$ cat config.mk
export PLATFORM = sky130hd
export DESIGN_NAME = fp_linear_decoder
export DESIGN_NICKNAME = d
export VERILOG_FILES = /design/src/rtl/fp_linear_decoder_pkg.sv /design/src/rtl/fp_linear_decoder.sv
export SDC_FILE = /design/constraint.sdc
export NUM_CORES = 1
export LEC_CHECK = 0
export BUFFER_PORTS_ARGS = -buffer_cell sky130_fd_sc_hd__clkbuf_2
export CAP_MARGIN = 10
export CORE_MARGIN = 1
export CORE_UTILIZATION = 50
export DETAILED_ROUTE_END_ITERATION = 8
export MAX_ROUTING_LAYER = met4
export PLACE_DENSITY = 0.71
export SYNTH_ARGS = -nofsm -noshare
export SYNTH_HDL_FRONTEND = slang
export SYNTH_SLANG_ARGS = --single-unit
$ cat constraint.sdc
create_clock -name clk -period 2.7 [get_ports clk]
set_input_delay 0.135 -clock clk [delete_from_list [all_inputs] [get_ports clk]]
set_output_delay 0.135 -clock clk [all_outputs]
set_load 0.05 [all_outputs]
$ cat src/rtl/fp_linear_decoder_pkg.sv
// +---------------------------------------------------------------------------+
// | fp_linear_decoder_pkg : shared float-code widths and decoder FSM encoding |
// | Rev 1.0                                                                   |
// +---------------------------------------------------------------------------+
`default_nettype none

package fp_linear_decoder_pkg;

  // Code and sample widths, also used by the matching encoder.
  localparam int FP_EXP_W = 3;
  localparam int FP_SIG_W = 4;
  localparam int LIN_W    = 12;

  typedef enum logic [1:0] {
    IDLE  = 2'd0,
    SHIFT = 2'd1,
    DONE  = 2'd2
  } state_e;

endpackage

`default_nettype wire

$ cat src/rtl/fp_linear_decoder.sv
// +---------------------------------------------------------------------------+
// | fp_linear_decoder : expands sign/exp/sig float code to a two's-complement |
// | sample with a bit-serial shifter. Rev 1.0                                 |
// +---------------------------------------------------------------------------+
`default_nettype none

module fp_linear_decoder
  import fp_linear_decoder_pkg::*;
#(
  parameter int EXP_W = FP_EXP_W,
  parameter int SIG_W = FP_SIG_W,
  parameter int OUT_W = LIN_W
) (
  input  logic             clk,
  input  logic             rst,
  input  logic             in_valid,
  output logic             in_ready,
  input  logic             in_sign,
  input  logic [EXP_W-1:0] in_exp,
  input  logic [SIG_W-1:0] in_sig,
  output logic             out_valid,
  input  logic             out_ready,
  output logic [OUT_W-1:0] out_data,
  output logic             busy
);

  if (OUT_W < SIG_W + 2**EXP_W) begin : g_width_check
    $error("fp_linear_decoder: OUT_W too small for SIG_W and EXP_W");
  end

  state_e             state_q, state_d;
  logic [OUT_W-1:0]   mag_q, mag_d;
  logic [EXP_W-1:0]   cnt_q, cnt_d;
  logic               sgn_q, sgn_d;
  logic [OUT_W-1:0]   out_data_q, out_data_d;
  logic               in_ready_q, in_ready_d;
  logic               out_valid_q, out_valid_d;
  logic               busy_q, busy_d;

  always_comb begin
    state_d    = state_q;
    mag_d      = mag_q;
    cnt_d      = cnt_q;
    sgn_d      = sgn_q;
    out_data_d = out_data_q;

    case (state_q)
      IDLE: begin
        // Accept is qualified by the registered ready so a just-reset block never accepts.
        if (in_valid && in_ready_q) begin
          mag_d   = {{(OUT_W-SIG_W){1'b0}}, in_sig};
          cnt_d   = in_exp;
          sgn_d   = in_sign;
          state_d = SHIFT;
        end
      end
      SHIFT: begin
        if (cnt_q != '0) begin
          mag_d = mag_q << 1;
          cnt_d = cnt_q - EXP_W'(1);
        end else begin
          out_data_d = sgn_q ? (~mag_q + OUT_W'(1)) : mag_q;
          state_d    = DONE;
        end
      end
      DONE: begin
        if (out_ready) begin
          state_d = IDLE;
        end
      end
      default: state_d = IDLE;
    endcase

    // Handshake outputs are registered copies of the next-state decode.
    in_ready_d  = (state_d == IDLE);
    out_valid_d = (state_d == DONE);
    busy_d      = (state_d != IDLE);
  end

  always_ff @(posedge clk) begin
    if (rst) begin
      state_q     <= IDLE;
      mag_q       <= '0;
      cnt_q       <= '0;
      sgn_q       <= 1'b0;
      out_data_q  <= '0;
      in_ready_q  <= 1'b0;
      out_valid_q <= 1'b0;
      busy_q      <= 1'b0;
    end else begin
      state_q     <= state_d;
      mag_q       <= mag_d;
      cnt_q       <= cnt_d;
      sgn_q       <= sgn_d;
      out_data_q  <= out_data_d;
      in_ready_q  <= in_ready_d;
      out_valid_q <= out_valid_d;
      busy_q      <= busy_d;
    end
  end

  assign in_ready  = in_ready_q;
  assign out_valid = out_valid_q;
  assign out_data  = out_data_q;
  assign busy      = busy_q;

endmodule

`default_nettype wire
==> results of run 1 <==
## synth_stat cells (all sizes together), types with 3 or more instances
library cell	count	area share (%)
dfxtp	33	41
a21oi	22	6.9
nor2	20	4.7
o21ai	15	4.7
a211oi	11	5.2
clkbuf	11	2.7
nand4	10	3.9
inv	8	1.9
buf	6	2.2
nand2	5	1.2
nand2b	5	2.0
nor3	4	1.3
xor2	4	2.2
ha	3	2.3
mux2i	3	1.9
o211ai	3	1.4
o31ai	3	1.4
or3	3	1.2
xnor2	3	1.6
## path summary, 6_finish.rpt
check / from / end / depth (start not counted)
hold / removal: in_sig[0] / mag_q[0] / 3
setup reg to reg: state_q[0] / cnt_q[0] / 4
setup / recovery: state_q[0] / cnt_q[0] / 4
hold reg to reg: cnt_q[1] / cnt_q[1] / 2
## state kept, by name, indices dropped and copies added (netlist names)
register,flops
state_q,2
cnt_q,3
out_data,12
in_ready,1
out_valid,1
mag_q,12
busy,1
sgn_q,1
## kinds of logic after synthesis
| kind of cell | after synthesis |
|---|---|
| compound gates | 64 |
| simple gates | 56 |
| flops | 33 |
| buf+inv | 25 |
| xor+xnor | 7 |
| mux | 3 |
| fa+ha+maj | 3 |
## per-layer routing
metal | routed length [um] | part of all wire [%] | vias up
met1 | 1550 | 44 | 656
met3 | 202 | 5.8 | 8
met5 | 0 | 0 | -
li1 | - | - | 738
met2 | 1700 | 49 | 47
met4 | 48 | 1.4 | 0
## power by group through the flow
stage / clock network [mW] / registers, mW / logic, mW
final: 0.254 / 0.554 / 0.249
after detailed placement: 0 / 0.565 / 0.247
after floorplan: 0 / 0.607 / 0.151
after global routing: 0.290 / 0.560 / 0.272
after CTS: 0.263 / 0.553 / 0.248
after global placement: 0 / 0.563 / 0.240
## cell type report
cell class	count	area, um^2
fill	310	1270
timing repair buffer	28	145
tap	44	55.1
sequential	33	661
clock buffer	8	48.8
multi-input combinational	133	847
inverter	8	30.0
## placed cells by master, fill, tap and decap left out, types with 2 or more instances in the layout
cell type	n
nand4_1	10
a211oi_1	11
xor2_1	4
ha_1	3
clkbuf_1	3
xnor2_1	3
nand2_1	5
dfxtp_1	33
mux2i_1	3
or3_1	3
clkbuf_2	26
o31ai_1	3
buf_4	2
nor4_1	2
nor2_1	20
nor3_1	4
inv_1	8
o41ai_2	2
o21ai_0	15
nand2b_1	5
a21oi_1	22
a31oi_1	2
o211ai_1	3
clkbuf_4	5
## stage by stage
step / util, % / power, mW / setup WS (ns) / area, um^2
3_5_place_dp: 56.9 / 0.812 / 0.586 / 1740
5_1_grt: 58.5 / 1.12 / 0.317 / 1790
4_1_cts: 58.5 / 1.06 / 0.576 / 1790
6_report: 58.5 / 1.06 / 0.495 / 1790
3_3_place_gp: 56.9 / 0.803 / 0.735 / 1740
2_1_floorplan: - / 0.758 / 1.14 / 1600
## worst max-delay path, stage by stage (launching register included)
cell	delay [ns]
dfxtp_1	0.67
and3b_1	0.25
a21oi_1	0.60
nor2_1	0.24
a221oi_1	0.35
==> metrics.md, run 1 <==
| Metric | Value |
|---|---|
| Hold WC Path Type | input port to flip-flop |
| Met3 Track Usage GR | between 5 and 6% |
| Drt drc | 0 |
| Flops & latches, synth | 33 |
| Synth Area in Simple Gates | approximately 18% |
| Final hold violations | 0 |
| GR Layer Usage met1 | between 20% and 30% |
| Routability cong. | ~0.83 |
| Post-CTS resize count | 0 |
| Rel. slew slack | between 40% and 50% |
| Port Buf Inserts | 26 |
| Worst-path clk slew | approximately 0.090 ns |
| Global-route wire length before repair | 5800 um |
| Synth Instances | ~190 |
| Overall die height | just under 60 um |
| Reg power frac | 52.4% |
| Outcome | completed |
| Net Count, Synth | just over 200 |
| CTS max path bufs | 2 |
| CTS hold repair buffers | 0 |
| Synth-to-Final Area Change | 11.6% |
| Critical Path AT | approximately 2.4 ns |
| Final hold slack | around 0.032 ns |
| Lkg Pwr | between 0.6 and 0.7 nW |
| GRT busiest layer | met2 |
| Starting DRT DRC Count | 75 |
| Cell Pwr Density | 592 mW/mm^2 |
| Final nets | roughly 220 |
| Max cap viols | 0 |
| Worst vdd ir | ~0.00035 V |
| H-Tree Depth | 2 |
| Area of the core | around 0.0031 mm^2 |
| Postcts setup bufs | 0 |
| Detailed-route via count | 1449 |
| Initial Utilization | a little over half |
| Comb power frac | about a quarter |
| Register area share after synthesis | between 40% and 50% |
| Worst slew pin tran | ~0.76 ns |
| Pins over their slew limit | 0 |
| TritonCTS clock tree | done |
| CTS buffer count | 5 |
| GR Util All Layers | a little under a quarter |
| DRT Wirelength | between 3000 and 4000 um |
| Fin crit share | about four fifths |
| Post-synthesis cell type count | 38 |
| Synthesized area per cell | 8.38 um^2 |
| Critical Path Start Type | flip-flop |
| Placed Cells | 246 |
| Post-Syn Area | between 0.0015 and 0.002 mm^2 |
| CP Class | flip-flop to flip-flop |
| Skew-Pair Late Insertion Delay | between 0.3 and 0.4 ns |
| Final HPWL DP | about 2500 um |
| Diode count | 0 |
| Pint | between 0.7 and 0.8 mW |
| Clk root buf | clkbuf_4 |
| Post-synthesis mux area share | under 10% |
| Switching share of power | between 30% and 40% |
| Largest family of logic cells by synthesized area | compound AO/OA/AOI/OAI gates |
| Main synth FF type | dfxtp_1 |
| Synth Area in Adders | around 2.3% |
| Non-Filler Instances | 254 |
| Minimum clock period | 2.20 ns |
| DIE AREA | roughly 0.0034 mm^2 |
| Met2 GRT Util | a little over a third |
| Ports | 27 |
| FP Rows | 20 |
| Clock sink count | 33 |
| Detailed Routing Iterations Pass 1 | 4 |
| Setup TNS | 0 ns |
| Setup violators final | 0 |
| Critical Path RT | ~2.9 ns |
| Reg2reg setup slack | between 0.4 and 0.5 ns |
| Clock skew | approximately 0.007 ns |
| Post-synth EDFFs | 0 |
| Largest net degree at the start of global routing | 35 |
| Via count of the first global-routing pass | between 1000 and 1500 |
| RSZ-0062 raised after global routing | no |
| WL/cell | ~14 um |
| Die Wd | roughly 59 um |
| Vias per inst | 5.70 |
| Layout cells sized above 1 | ~18% |
| CP Capture Type | flip-flop |
| Critical path peak fanout | 18 |
| Achievable Freq | 0.454 GHz |
| Synth Warn # | 0 |
| Xor-xnor portion of the synthesized cell area | approximately 3.8% |
| Async S/R FF share, synth | 0% |
| Grt ovf | 0 |
| Initial antenna violation count | 0 |
| Clock Power Share | approximately a quarter |
| Compound-Gate Fraction of Synth Area | between 20 and 30% |
| Final ANT Viol Nets | 0 |
| Net Switching | between 0.3 and 0.4 mW |
Note: power is estimated with default switching activity, not from simulation.
==> run 2, diff against run 1 <==
Settings changed: ABC_AREA from default to 1, CORE_UTILIZATION 50 to 49, PLACE_DENSITY 0.71 to 0.73.
Clock period 2.7 ns to 1.8 ns, I/O delays scaled along.
==> metrics.md, run 2 <==
| Metric | Value |
|---|---|
| Grt ovf | 0 (unchanged) |
| Hold WC Path Type | input port to flip-flop |
| Fin crit share | 83.5% (+1.8 points) |
| Port Buf Inserts | 26 (unchanged) |
| DIE AREA | 0.00338 mm^2 (-1.5%) |
| Ports | 27 (unchanged) |
| Worst hold path depth | 3 (unchanged) |
| Clk root buf | clkbuf_4 |
| CTS max path bufs | 2 (unchanged) |
| Detailed-route via count | 1341 (-7.5%) |
| RSZ-0062 raised after global routing | no |
| Top cells by area, synth | dfxtp_1 43%, nand2_1 7.8%, o21ai_0 6.8%, inv_1 5.3%, nand3_1 5.2% |
| Final HPWL DP | 2160 um (-13%) |
| Flops & latches, synth | 33 (unchanged) |
| WL met1 | 1480 um (-4.3%) |
| # fillers | 306 (-1.3%) |
| Pins over their slew limit | 0 (unchanged) |
| Final hold violations | 0 (unchanged) |
| Drt drc | 0 (unchanged) |
| Hold path endpoint | in_ready |
| Area of the core | 0.00303 mm^2 (-0.82%) |
| Net Count, Synth | 214 (+3.9%) |
| Final setup margin | 0.297 ns (-0.198 ns) |
| Detailed Routing Iterations Pass 1 | 4 (unchanged) |
| Worst slew pin tran | 0.480 ns (-0.282 ns) |
| Critical Path Start Type | flip-flop |
| Critical Path RT | 2.03 ns (-0.89 ns) |
| Clock skew | 0.0126 ns (+0.00570 ns) |
| Lkg Pwr | 0.817 nW (+26%) |
| Post-synthesis cell type count | 27 (-29%) |
| Post-Syn Area | 0.00154 mm^2 (-3.5%) |
| Final ANT Viol Nets | 0 (unchanged) |
| Met3 wire length | 164 um (-19%) |
| Synth cell count leaders | 33 x dfxtp_1, 32 x nand2_1, 22 x inv_1 |
| Vias per inst | 4.88 (-15%) |
| Reg2reg setup slack | 0.30 ns (-0.20 ns) |
| Critical path peak fanout | 3 (-15) |
| Worst vdd ir | 0.000530 V (+51%) |
| Layout cells sized above 1 | 23.4% (+5.8 points) |
| Placed Cells | 266 (+8.1%) |
| Initial antenna violation count | 0 (unchanged) |
| Die Wd | 58.1 um (-0.75%) |
| CTS buffer count | 5 (unchanged) |
| Top cell type by total area after synthesis | dfxtp_1 |
| Non-Filler Instances | 275 (+8.3%) |
| Setup TNS | 0 ns (unchanged) |
| GR Util All Layers | 20.4% (-3.0 points) |
| Via count of the first global-routing pass | 1107 (-13%) |
| Final nets | 245 (+9.4%) |
| Worst Setup Slack post-DPL | 0.328 ns (-0.258 ns) |
| Synth Instances | 199 (+4.2%) |
| CP Capture Type | flip-flop |
| Cell Pwr Density | 973 mW/mm^2 (+64%) |
| Overall die height | 58.1 um (-0.75%) |
| Max Used Layer | met3 |
| Postcts setup bufs | 0 (unchanged) |
| Diode count | 0 (unchanged) |
| Met2 wire len | 1300 um (-23%) |
| Yosys top cell area share | 42.8% (+1.5 points) |
| FP Rows | 20 (unchanged) |
| Worst-path clk slew | 0.11 ns (+0.02 ns) |
| CP Class | flip-flop to flip-flop |
| Worst R2R Path Depth | 9 (+5) |
| Post-synth EDFFs | 0 (unchanged) |
| Max cap viols | 0 (unchanged) |
| Largest net degree at the start of global routing | 16 (-54%) |
| Synthesized area per cell | 7.76 um^2 (-7.4%) |
| DRT Wirelength | 2950 um (-16%) |
| Routability cong. | 0.794 (-4.8%) |
| Achievable Freq | 0.665 GHz (+47%) |
| Final hold slack | 0.0291 ns (-0.00316 ns) |
| Initial Utilization | 51.0% (-1.4 points) |
| Util after Layout | 59.5% (+0.98 points) |
| Rel. slew slack | 67.7% (+18 points) |
| Register area share after synthesis | 42.8% (+1.5 points) |
| Most numerous cell in the Yosys netlist | dfxtp_1 |
| Starting DRT DRC Count | 73 (-2.7%) |
| Critical Path Source | mag_q[1] |
| Global-route wire length before repair | 5040 um (-13%) |
| Most frequent cells in the layout | 33 x dfxtp_1, 32 x nand2_1, 26 x clkbuf_2, 22 x inv_1, 21 x o21ai_0 |
| Hold_sp | out_ready |
| Skew-Pair Late Insertion Delay | 0.33 ns (about the same) |
| TritonCTS clock tree | done |
| Main synth FF type | dfxtp_1 |
| Commonest non-fill, non-tap cell in the layout | dfxtp_1 |
| Critical Path AT | 1.73 ns (-0.70 ns) |
| Worst R2R Start | mag_q[1] |
| Minimum clock period | 1.50 ns (-0.702 ns) |
| Synth Warn # | 0 (unchanged) |
| Synth-to-Final Area Change | 16.7% |
| Clock sink count | 33 (unchanged) |
| R2R Path End | out_data[10] |
| Outcome | completed |
| WL/cell | 10.7 um (-22%) |
| H-Tree Depth | 2 (unchanged) |
| Async S/R FF share, synth | 0% (unchanged) |
| Setup violators final | 0 (unchanged) |
[run 2: per-stage QoR]
step / area [um^2] / total power [mW]
floorplan: 1540 / 1.12
global placement: 1710 / 1.19
detailed placement: 1710 / 1.19
CTS: 1800 / 1.77
global route: 1800 / 1.85
finish: 1800 / 1.75
[run 2: how the worst max path moves through the flow]
stage                         to  slack, ns  cells after the start
floorplan               mag_q[0]       0.43                      6
global placement    out_data[10]       0.33                      9
detailed placement      mag_q[2]       0.33                      8
CTS                 out_data[10]       0.31                      9
global route        out_data[10]       0.04                      9
finish              out_data[10]       0.30                      9
[run 2: critical path, stage by stage, from the launching register on]
cell	delay, ns
dfxtp_1	0.33
inv_1	0.10
ha_1	0.18
nand3_1	0.12
o21ai_0	0.35
nand2_1	0.09
nand2_1	0.08
nand3_1	0.06
nand2_1	0.06
inv_1	0.03
[run 2: cell families after synthesis]
logic type	share of synthesized area, %
fa+ha+maj	2.43
buf+inv	10.4
simple gates	22.9
flops	42.8
xor+xnor	3.40
compound gates	18.1
[run 2: repair_timing]
action                    in CTS  in global routing
hold endpoints to repair       1                  0
gates resized for setup        0                  0
hold buffers                   1                  0
[run 2: routing by layer]
metal,GRT usage [%],vias to the layer above
li1,-,716
met5,-,-
met2,27.8,38
met4,8.16,0
met1,28.8,587
met3,4.69,0
[run 2: power breakdown]
part | leakage (nW) | internal [mW] | switching [mW]
Clock | 0.0455 | 0.332 | 0.247
Sequential | 0.268 | 0.777 | 0.0295
Combinational | 0.503 | 0.107 | 0.260
Total | 0.817 | 1.22 | 0.537
[run 2: cell type report]
type | count | area, um^2 | area share [%]
Timing Repair Buffer | 31 | 170 | 9.44
Tap cell | 44 | 55.1 | 3.06
Sequential cell | 33 | 661 | 36.7
Clock buffer | 7 | 55.1 | 3.06
Clock inverter | 1 | 30.0 | 1.67
Inverter | 28 | 108 | 5.97
Multi-Input combinational cell | 131 | 723 | 40.1
==> run 3, diff against run 2 <==
Clock period 1.8 ns to 1.3 ns, I/O delays scaled along.
==> metrics.md, run 3 (synthesis gave the netlist of run 2 again) <==
| Metric | Value |
|---|---|
| Critical Path Start Type | flip-flop |
| Worst hold path depth | 3 (unchanged) |
| Port Buf Inserts | 26 (unchanged) |
| Critical Path AT | 1.60 ns (-0.13 ns) |
| Detailed-route via count | 1549 (+16%) |
| Clock skew | 0.00458 ns (-0.00798 ns) |
| Met3 Track Usage GR | 4.91% (+0.22 points) |
| Worst-path clk slew | 0.10 ns (about the same) |
| Starting DRT DRC Count | 101 (+38%) |
| Global-route wire length before repair | 6090 um (+21%) |
| DIE AREA | 0.00338 mm^2 (unchanged) |
| Routability cong. | 0.870 (+9.5%) |
| Skew-Pair Late Insertion Delay | 0.35 ns (+0.02 ns) |
| Drt drc | 0 (unchanged) |
| Synth-to-Final Area Change | 40.5% |
| CTS buffer count | 5 (unchanged) |
| Hold_sp | out_ready |
| Initial Utilization | 51.0% (unchanged) |
| Die Wd | 58.1 um (unchanged) |
| Pins over their slew limit | 0 (unchanged) |
| Clk root buf | clkbuf_4 |
| Cell Pwr Density | 1130 mW/mm^2 (+17%) |
| Final setup margin | -0.0279 ns (-0.325 ns) |
| Crit-path cells | inv_2 > ha_4 > nand2_4 > nand2_1 > nand2_2 > buf_4 > nand2_2 > o22ai_1 |
| GR Util All Layers | 25.4% (+5.0 points) |
| Critical Path RT | 1.57 ns (-0.46 ns) |
| Util after Layout | 71.7% (+12 points) |
| Pint | 1.60 mW (+32%) |
| WL/cell | 13.4 um (+25%) |
| Net Switching | 0.860 mW (+60%) |
| Clock sink count | 33 (unchanged) |
| Max cap viols | 0 (unchanged) |
| Ports | 27 (unchanged) |
| Most common cell on crit path | nand2_2 |
| Worst R2R Start | cnt_q[1] |
| GR Layer Usage met1 | 29.3% (+0.50 points) |
| Largest net degree at the start of global routing | 16 (unchanged) |
| Reg2reg setup slack | -0.03 ns (-0.33 ns) |
| CTS max path bufs | 2 (unchanged) |
| Grt ovf | 0 (unchanged) |
| Critical Path Source | cnt_q[1] |
| Initial antenna violation count | 0 (unchanged) |
| Diode count | 0 (unchanged) |
| Overall die height | 58.1 um (unchanged) |
| Rel. slew slack | 76.5% (+8.8 points) |
| Critical path peak fanout | 4 (+1) |
| Outcome | finished, violations left |
| Tot Pwr | 2.46 mW (+40%) |
| Worst vdd ir | 0.000741 V (+40%) |
| Final hold violations | 0 (unchanged) |
| Minimum clock period | 1.33 ns (-0.175 ns) |
| Vias per inst | 5.10 (+4.5%) |
| Final nets | 274 (+12%) |
| RSZ-0062 raised after global routing | yes |
| Critical-path top delay cell | dfxtp_1 |
| DRT Wirelength | 4090 um (+39%) |
| Setup violators final | 6 (+6) |
| Detailed Routing Iterations Pass 1 | 4 (unchanged) |
| Hold WC Path Type | input port to flip-flop |
| Worst slew pin tran | 0.352 ns (-0.128 ns) |
| Worst Setup Slack post-DPL | -0.0446 ns (-0.372 ns) |
| H-Tree Depth | 2 (unchanged) |
| Layout cells sized above 1 | 42.3% (+19 points) |
| Achievable Freq | 0.753 GHz (+13%) |
| Area of the core | 0.00303 mm^2 (unchanged) |
| Failing checks | negative setup slack |
| GRT busiest layer | met2 |
| Met2 GRT Util | 40.4% (+13 points) |
| Comb power frac | 31.4% (+11 points) |
| Clock Power Share | 23.1% (-9.9 points) |
| Final ANT Viol Nets | 0 (unchanged) |
| CP Capture Type | flip-flop |
| Worst R2R Path Depth | 8 (-1) |
| Most frequent cells in the layout | 29 x nand2_1, 29 x dfxtp_1, 26 x clkbuf_2, 23 x buf_4, 18 x inv_1 |
| TritonCTS clock tree | done |
| Lkg Pwr | 0.978 nW (+20%) |
| Final HPWL DP | 2700 um (+25%) |
| FP Rows | 20 (unchanged) |
| Via count of the first global-routing pass | 1415 (+28%) |
| Reg power frac | 45.5% (-0.5 points) |
| Fin crit share | 102% (+19 points) |
| Switching share of power | 35.0% (+4.3 points) |
| CP Class | flip-flop to flip-flop |
| Worst stage delay on the critical path | 0.34 ns (about the same) |
[run 3: cell types whose count changed in the layout (fill, tap and decap cells not counted), moves of 3 or more]
cell     delta
buf_4      +19
o21ai_0    -11
o21ai_2     +8
buf_6       +5
dfxtp_1     -4
dfxtp_2     +4
inv_1       -4
inv_2       +3
nand2_1     -3
nand2_4     +3
nor2_1      -3
[run 3: metal layers]
metal  vias to the layer above  share of wire [%]
met1                       704                 43
met5                         -                  0
li1                        780                  -
met2                        49                 51
met3                        16                3.5
met4                         0                3.1
[run 3: layout make-up]
type | count | area (um^2)
multi-input combinational | 132 | 863
timing repair inverter | 1 | 7.51
inverter | 28 | 110
sequential | 33 | 666
timing repair buffer | 58 | 419
fill | 243 | 858
tap | 44 | 55.1
clock buffer | 8 | 48.8
[run 3: critical path: cells and delay by family (launching register included)]
kind	cells	cell delay [ns]
AO/OA/AOI/OAI	1	0.22
adder cells (fa/ha/maj)	1	0.16
buffers and inverters	2	0.19
flip-flops	1	0.34
AND/OR/NAND/NOR	4	0.34
[run 3: worst paths after layout]
check              end
max           mag_q[3]
min           in_ready
max reg2reg   mag_q[3]
min reg2reg  mag_q[11]
[run 3: timing repair]
item	4_1_cts	5_1_grt
endpoints found under the setup margin	26	30
pin swaps	5	5
hold endpoints to repair	2	0
buffers inserted	3	4
gates resized for setup	15	37
cloned	2	0
hold buffers	2	0
[run 3: per-stage QoR]
step | TNS (ns) | std cells | hold slack [ns] | instance area, um^2
5_1_grt | -1.31 | 304 | 0.0251 | 2170
6_report | -0.0888 | 304 | 0.00418 | 2170
4_1_cts | -0.0117 | 300 | 0.000640 | 2030
3_3_place_gp | -0.0160 | 285 | 0.327 | 1870
3_5_place_dp | -0.322 | 285 | 0.334 | 1870
2_1_floorplan | 0 | 199 | 0.215 | 1550
[run 3: power groups by stage]
stage | sequential [mW] | combinational [mW] | clock, mW
6_report | 1.12 | 0.772 | 0.568
5_1_grt | 1.13 | 0.824 | 0.616
4_1_cts | 1.11 | 0.682 | 0.572
3_5_place_dp | 1.14 | 0.602 | 0
3_3_place_gp | 1.13 | 0.591 | 0
2_1_floorplan | 1.27 | 0.282 | 0
